===== src/rtl/softmax_normalizer_pkg.sv =====
// Shared constants and state type for the softmax normalizer stage.
package softmax_pkg;

  localparam int unsigned DEF_EXP_FRACTION_BITS = 11;
  localparam int unsigned DEF_EXP_BITS          = DEF_EXP_FRACTION_BITS + 1;
  localparam int unsigned DEF_SUM_WIDTH         = 18;
  localparam int unsigned DEF_RECIP_BITS        = 16;
  localparam int unsigned DEF_COUNT_WIDTH       = 8;

  // 1.0 in the exp / probability fixed-point format
  localparam int unsigned ONE_FIXED = 1 << DEF_EXP_FRACTION_BITS;

  typedef enum logic [1:0] {
    IDLE   = 2'd0,
    DIVIDE = 2'd1,
    STREAM = 2'd2,
    DRAIN  = 2'd3
  } norm_state_t;

endpackage


===== src/rtl/softmax_normalizer_seq_divider.sv =====
// Generic restoring divider: one quotient bit per cycle, DIVIDEND_WIDTH cycles after i_start.
// The final quotient is presented combinationally in the cycle o_done_c is high.
module seq_divider #(
  parameter int unsigned DIVIDEND_WIDTH = 28,
  parameter int unsigned DIVISOR_WIDTH  = 18
) (
  input  logic                      clk,
  input  logic                      rst_,
  input  logic                      i_start,
  input  logic [DIVIDEND_WIDTH-1:0] i_dividend,
  input  logic [DIVISOR_WIDTH-1:0]  i_divisor,
  output logic                      o_done_c,
  output logic [DIVIDEND_WIDTH-1:0] o_quotient_c
);

  localparam int unsigned CNT_W = $clog2(DIVIDEND_WIDTH + 1);
  localparam logic [CNT_W-1:0] LAST = CNT_W'(DIVIDEND_WIDTH - 1);

  logic [DIVIDEND_WIDTH-1:0] r_dvd;
  logic [DIVISOR_WIDTH-1:0]  r_dvs;
  logic [DIVISOR_WIDTH-1:0]  r_rem;
  logic [DIVIDEND_WIDTH-2:0] r_quot;
  logic [CNT_W-1:0]          r_cnt;
  logic                      r_busy;

  logic [DIVISOR_WIDTH:0]    w_trial;
  logic                      w_ge;
  logic [DIVISOR_WIDTH-1:0]  w_rem_nxt;
  logic [DIVIDEND_WIDTH-1:0] w_quot_nxt;

  // Shift in the next dividend bit and try subtracting the divisor
  assign w_trial    = {r_rem, r_dvd[DIVIDEND_WIDTH-1]};
  assign w_ge       = (w_trial >= {1'b0, r_dvs});
  assign w_rem_nxt  = w_ge ? DIVISOR_WIDTH'(w_trial - {1'b0, r_dvs}) : DIVISOR_WIDTH'(w_trial);
  assign w_quot_nxt = {r_quot, w_ge};

  assign o_done_c     = r_busy && (r_cnt == LAST);
  assign o_quotient_c = w_quot_nxt;

  // Iteration registers
  always_ff @(posedge clk or negedge rst_) begin
    if (!rst_) begin
      r_dvd  <= '0;
      r_dvs  <= '0;
      r_rem  <= '0;
      r_quot <= '0;
      r_cnt  <= '0;
      r_busy <= 1'b0;
    end else if (i_start) begin
      r_dvd  <= i_dividend;
      r_dvs  <= i_divisor;
      r_rem  <= '0;
      r_quot <= '0;
      r_cnt  <= '0;
      r_busy <= 1'b1;
    end else if (r_busy) begin
      r_dvd  <= {r_dvd[DIVIDEND_WIDTH-2:0], 1'b0};
      r_rem  <= w_rem_nxt;
      r_quot <= w_quot_nxt[DIVIDEND_WIDTH-2:0];
      r_cnt  <= r_cnt + CNT_W'(1);
      if (r_cnt == LAST) begin
        r_busy <= 1'b0;
      end
    end
  end

endmodule


===== src/rtl/softmax_normalizer.sv =====
// Softmax normalizer: reciprocal of the exp sum, then p_j = e_j * (1/sum) over valid/ready.
module softmax_normalizer
  import softmax_pkg::*;
#(
  parameter int unsigned SUM_WIDTH         = DEF_SUM_WIDTH,
  parameter int unsigned EXP_FRACTION_BITS = DEF_EXP_FRACTION_BITS,
  parameter int unsigned EXP_BITS          = EXP_FRACTION_BITS + 1,
  parameter int unsigned RECIP_BITS        = DEF_RECIP_BITS,
  parameter int unsigned COUNT_WIDTH       = DEF_COUNT_WIDTH
) (
  input  logic                   clk,
  input  logic                   rst_,
  input  logic                   start,
  input  logic [SUM_WIDTH-1:0]   sum_in,
  input  logic [COUNT_WIDTH-1:0] num_elems,
  output logic                   busy,
  output logic                   done,
  output logic                   div_err,
  input  logic                   in_valid,
  output logic                   in_ready,
  input  logic [EXP_BITS-1:0]    e_zj_zmax,
  output logic                   out_valid,
  input  logic                   out_ready,
  output logic [EXP_BITS-1:0]    prob
);

  localparam int unsigned DIV_W  = RECIP_BITS + EXP_FRACTION_BITS + 1;
  localparam int unsigned RCP_W  = RECIP_BITS + 1;
  localparam int unsigned PROD_W = EXP_BITS + RCP_W;
  localparam int unsigned SCL_W  = PROD_W - RECIP_BITS;

  localparam logic [DIV_W-1:0] DIVIDEND = DIV_W'(1) << (DIV_W - 1);
  localparam logic [SCL_W-1:0] ONE_SCL  = SCL_W'(1) << EXP_FRACTION_BITS;

  norm_state_t            r_state, w_state_nxt;
  logic [COUNT_WIDTH-1:0] r_num, w_num_nxt;
  logic [COUNT_WIDTH-1:0] r_cnt, w_cnt_nxt;
  logic [RCP_W-1:0]       r_recip, w_recip_nxt;
  logic [EXP_BITS-1:0]    r_prob, w_prob_nxt;
  logic                   r_out_valid, w_out_valid_nxt;
  logic                   r_done, w_done_nxt;
  logic                   r_div_err, w_div_err_nxt;
  logic                   r_busy;

  logic                   w_in_ready;
  logic                   w_div_start;
  logic                   w_div_done;
  logic [DIV_W-1:0]       w_quot;
  logic [RCP_W-1:0]       w_recip_sat;
  logic [PROD_W-1:0]      w_prod;
  logic [SCL_W-1:0]       w_scaled;
  logic [EXP_BITS-1:0]    w_prob_sat;
  logic [COUNT_WIDTH-1:0] w_cnt_inc;
  logic                   w_out_hs;

  seq_divider #(
    .DIVIDEND_WIDTH (DIV_W),
    .DIVISOR_WIDTH  (SUM_WIDTH)
  ) u_div (
    .clk          (clk),
    .rst_         (rst_),
    .i_start      (w_div_start),
    .i_dividend   (DIVIDEND),
    .i_divisor    (sum_in),
    .o_done_c     (w_div_done),
    .o_quotient_c (w_quot)
  );

  // Sums below 1.0 would overflow the reciprocal; clamp to all ones
  assign w_recip_sat = (|w_quot[DIV_W-1:RCP_W]) ? '1 : w_quot[RCP_W-1:0];

  // Scale the exp value by the reciprocal, truncate, saturate at 1.0
  assign w_prod     = PROD_W'(e_zj_zmax) * PROD_W'(r_recip);
  assign w_scaled   = w_prod[PROD_W-1:RECIP_BITS];
  assign w_prob_sat = (w_scaled > ONE_SCL) ? EXP_BITS'(ONE_SCL) : w_scaled[EXP_BITS-1:0];

  assign w_cnt_inc = r_cnt + COUNT_WIDTH'(1);
  assign w_out_hs  = r_out_valid && out_ready;

  // Next-state and register-next computation
  always_comb begin
    w_state_nxt     = r_state;
    w_num_nxt       = r_num;
    w_cnt_nxt       = r_cnt;
    w_recip_nxt     = r_recip;
    w_prob_nxt      = r_prob;
    w_out_valid_nxt = r_out_valid;
    w_done_nxt      = 1'b0;
    w_div_err_nxt   = 1'b0;
    w_in_ready      = 1'b0;
    w_div_start     = 1'b0;
    case (r_state)
      IDLE: begin
        if (start) begin
          w_num_nxt = num_elems;
          w_cnt_nxt = '0;
          if (sum_in == '0) begin
            w_recip_nxt   = '1;
            w_div_err_nxt = 1'b1;
            if (num_elems == '0) begin
              w_done_nxt = 1'b1;
            end else begin
              w_state_nxt = STREAM;
            end
          end else begin
            w_div_start = 1'b1;
            w_state_nxt = DIVIDE;
          end
        end
      end
      DIVIDE: begin
        if (w_div_done) begin
          w_recip_nxt = w_recip_sat;
          if (r_num == '0) begin
            w_done_nxt  = 1'b1;
            w_state_nxt = IDLE;
          end else begin
            w_state_nxt = STREAM;
          end
        end
      end
      STREAM: begin
        w_in_ready = !r_out_valid || out_ready;
        if (w_out_hs) begin
          w_out_valid_nxt = 1'b0;
        end
        if (in_valid && w_in_ready) begin
          w_prob_nxt      = w_prob_sat;
          w_out_valid_nxt = 1'b1;
          w_cnt_nxt       = w_cnt_inc;
          if (w_cnt_inc == r_num) begin
            w_state_nxt = DRAIN;
          end
        end
      end
      DRAIN: begin
        if (w_out_hs) begin
          w_out_valid_nxt = 1'b0;
          w_done_nxt      = 1'b1;
          w_state_nxt     = IDLE;
        end
      end
      default: begin
        w_state_nxt = IDLE;
      end
    endcase
  end

  // State and datapath registers
  always_ff @(posedge clk or negedge rst_) begin
    if (!rst_) begin
      r_state     <= IDLE;
      r_num       <= '0;
      r_cnt       <= '0;
      r_recip     <= '0;
      r_prob      <= '0;
      r_out_valid <= 1'b0;
      r_done      <= 1'b0;
      r_div_err   <= 1'b0;
      r_busy      <= 1'b0;
    end else begin
      r_state     <= w_state_nxt;
      r_num       <= w_num_nxt;
      r_cnt       <= w_cnt_nxt;
      r_recip     <= w_recip_nxt;
      r_prob      <= w_prob_nxt;
      r_out_valid <= w_out_valid_nxt;
      r_done      <= w_done_nxt;
      r_div_err   <= w_div_err_nxt;
      r_busy      <= (w_state_nxt != IDLE);
    end
  end

  assign busy      = r_busy;
  assign done      = r_done;
  assign div_err   = r_div_err;
  assign in_ready  = w_in_ready;
  assign out_valid = r_out_valid;
  assign prob      = r_prob;

endmodule


===== config.mk =====
export PLATFORM = sky130hd
export DESIGN_NAME = softmax_normalizer
export DESIGN_NICKNAME = d
export VERILOG_FILES = /design/src/rtl/softmax_normalizer_pkg.sv /design/src/rtl/softmax_normalizer_seq_divider.sv /design/src/rtl/softmax_normalizer.sv
export SDC_FILE = /design/constraint.sdc
export NUM_CORES = 1
export LEC_CHECK = 0
export CAP_MARGIN = 10
export CORE_ASPECT_RATIO = 0.7
export CORE_MARGIN = 10
export CORE_UTILIZATION = 45
export CTS_CLUSTER_DIAMETER = 80
export DETAILED_ROUTE_END_ITERATION = 8
export SYNTH_ARGS = -nofsm -noshare
export SYNTH_HDL_FRONTEND = slang
export SYNTH_SLANG_ARGS = --single-unit

===== constraint.sdc =====
create_clock -name clk -period 7.15 [get_ports clk]
set_input_delay 1.43 -clock clk [delete_from_list [all_inputs] [get_ports clk]]
set_output_delay 1.43 -clock clk [all_outputs]
set_load 0.01 [all_outputs]

==> impl_metrics.tcl <==
set metrics [dict create \
    setup_violations 0 \
    start_util 0.462 \
    drc 0 \
    ys_ff_latch 121 \
    routed.top_layer "met4" \
    clock_sinks 121 \
    postRouteAntennaNets 0 \
    fmax_ghz 0.145 \
    worst_r2r_endpoint "prob[9]" \
    final_area_um2 13900 \
    path_clk_slew_ns 0.06 \
    num_antenna_cells 0 \
    fillerInstances 2327 \
    wire_per_inst_um 16.2 \
    grt_pass1_wl_mm 48.5 \
    clock_latency_ns 0.43 \
    slew_viol_final 0 \
    syn_avg_cell_area_um2 9.14 \
    cp-startpoint "e_zj_zmax[4]" \
    placed_area_um2 13200 \
    vias_per_cell 5.13 \
    grt_use_total 0.175 \
    drt-total-wl_mm 28.1 \
    r2r-start "r_recip[9]" \
    synthArstFlopShare 1.00 \
    crit_path_start_kind "input port" \
    fin_nets 1648 \
    clockBufferDepth 2 \
    root_buffer "clkbuf_16" \
    antenna_found_initial 0 \
    area_growth_pct 16.4 \
    row_count 49 \
    path_class "in2reg" \
    met1Wirelength_mm 14.4 \
    overflow 0 \
    numCtsBuffers 17 \
    grt_pass1_vias 9255 \
    mostFrequentLayoutCell "nand2_1" \
    rr_worst_depth 20 \
    cts_tree "done" \
    reg2reg_slack_ns 1.06 \
    post-route-period-util 0.966 \
    synth_cell_type_count 59 \
    drive_gt1_frac 0.0866 \
    syn_nets 1587 \
    ios 60 \
    cp.arrival_ns 7.21 \
    endpoint "prob[9]" \
    hold_path.class "reg2reg" \
    cts.htree.levels 4 \
    dpl.hpwl_mm 21.3 \
    hold_viol 0 \
    slew_headroom 0.391 \
    grt_max_degree 78 \
    wl_met2_mm 11.9 \
    vias 8936 \
    io_buffers 59 \
    drt-pass1-iter-count 5 \
    die_x_um 215 \
    drt-initial-drc-count 550 \
    outcome "finished clean" \
    fin_setup_tns_ns 0 \
    setup.worst_path.end_class "flip-flop" \
    core-area_um2 25900 \
    critical_path.max_fanout 6 \
    final_cell_mix "243 x nand2_1, 197 x inv_1, 146 x fa_1" \
    worst_slew_pin_slew_ns 0.913 \
    maxCapViolCount 0 \
    routabilityCongestion 0.834 \
    crit_required_ns 7.46 \
    ys.flop_type "dfrtp_1" \
    period_needed_ns 6.91 \
    syn_inst 1311 \
    synth_area_um2 12000 \
    fp.dieH_um 157 \
    synth_edf_count 0 \
    skew_ns 0.0102 \
    ys_warn_count 0 \
    postCtsHoldBufs 0 \
    wl_met3_mm 1.58 \
    dieArea_um2 33600 \
    ys_seq_area_frac 0.253 \
]
[metrics by stage]
stage / std cells / setup slack (ns) / hold slack, ns / utilization
after floorplan: 1311 / 0.0691 / 0.452 / -
after global placement: 1708 / -0.279 / 0.472 / 0.509
after detailed placement: 1708 / -0.398 / 0.474 / 0.509
after CTS: 1740 / 0.0445 / 0.492 / 0.533
after global routing: 1742 / -0.0264 / 0.518 / 0.538
final: 1742 / 0.244 / 0.492 / 0.538
[cell families after synthesis]
family                   synth area share
multiplexers                       0.0277
XOR/XNOR                           0.0314
AO/OA/AOI/OAI                      0.0943
flip-flops                          0.253
buffers and inverters              0.0846
adder cells (fa/ha/maj)             0.337
AND/OR/NAND/NOR                     0.172
[worst min path at each step]
| stage | start | to | slack [ns] | depth (start not counted) |
|---|---|---|---|---|
| after floorplan | u_div.r_dvs[0] | u_div.r_dvs[0] | 0.45 | 2 |
| after global placement | u_div.r_dvs[0] | u_div.r_dvs[0] | 0.47 | 2 |
| after detailed placement | prob[2] | prob[2] | 0.47 | 2 |
| after CTS | u_div.r_dvs[0] | u_div.r_dvs[0] | 0.49 | 2 |
| after global routing | u_div.r_dvs[0] | u_div.r_dvs[0] | 0.52 | 2 |
| final | prob[7] | prob[7] | 0.49 | 2 |
[layer usage]
layer  vias up  GRT usage
met3        20     0.0347
met1      4445      0.262
li1       4283          -
met5         -          0
met4         0     0.0371
met2       188      0.257
[state kept, by name (all words and copies together) (netlist names)]
name / flops
u_div.r_busy: 1
r_num: 8
r_recip: 17
busy: 1
u_div.r_cnt: 5
u_div.r_dvd: 1
u_div.r_quot: 27
u_div.r_rem: 18
r_cnt: 8
div_err: 1
r_state: 2
done: 1
prob: 12
u_div.r_dvs: 18
out_valid: 1
[what timing repair did]
action / in CTS / in global routing
buffers inserted: 0 / 1
resized for setup: 0 / 22
endpoints found under the hold margin: 0 / 0
endpoints found under the setup margin: 0 / 12
[critical path, stage by stage]
cell,delay [ns]
clkdlybuf4s50_1,0.48
buf_6,0.14
nand2_2,0.07
fa_1,0.50
fa_1,0.51
inv_1,0.06
fa_1,0.51
fa_1,0.55
inv_1,0.06
fa_1,0.52
inv_1,0.06
ha_4,0.23
a21o_2,0.23
a221oi_4,0.27
o2111ai_2,0.18
a31o_4,0.29
buf_4,0.15
and2_2,0.19
a211o_1,0.30
a21oi_2,0.17
xor2_1,0.22
o31ai_2,0.08
[layout make-up]
cell class	instances	area, µm²	share of cell area
multi-input combinational	925	8020	0.575
sequential	121	3030	0.217
timing repair buffer	110	1100	0.0791
inverter	197	739	0.0530
tap	357	447	0.0320
clock buffer	20	437	0.0313
clock inverter	12	175	0.0126
[Yosys cell counts, types with 3 or more instances]
| master | count | area (µm²) |
|---|---|---|
| a211oi_1 | 5 | 37.5 |
| a21o_1 | 8 | 60.1 |
| a21o_2 | 4 | 35.0 |
| a21oi_1 | 26 | 130 |
| a31oi_1 | 14 | 87.6 |
| and2_1 | 63 | 394 |
| and3_1 | 4 | 25.0 |
| buf_1 | 3 | 11.3 |
| buf_2 | 3 | 15.0 |
| clkbuf_1 | 60 | 225 |
| dfrtp_1 | 121 | 3030 |
| fa_1 | 150 | 3000 |
| ha_1 | 83 | 1040 |
| inv_1 | 197 | 739 |
| mux2i_1 | 32 | 320 |
| nand2_1 | 244 | 916 |
| nand2b_1 | 3 | 18.8 |
| nand3_1 | 19 | 95.1 |
| nand4_1 | 10 | 62.6 |
| nand4b_1 | 3 | 26.3 |
| nor2_1 | 59 | 221 |
| nor2b_1 | 6 | 37.5 |
| nor3_1 | 8 | 40.0 |
| nor3b_1 | 3 | 22.5 |
| nor4_1 | 8 | 50.1 |
| o21a_1 | 5 | 37.5 |
| o21ai_0 | 53 | 265 |
| o22a_1 | 17 | 149 |
| o31ai_1 | 3 | 22.5 |
| o31ai_2 | 6 | 75.1 |
| or2_2 | 5 | 31.3 |
| or3_1 | 3 | 18.8 |
| or4_1 | 4 | 30.0 |
| xnor2_1 | 23 | 201 |
| xor2_1 | 20 | 175 |
Power is not shown: default switching activity piles up to over one toggle a cycle in this logic, so the estimate is an artifact.
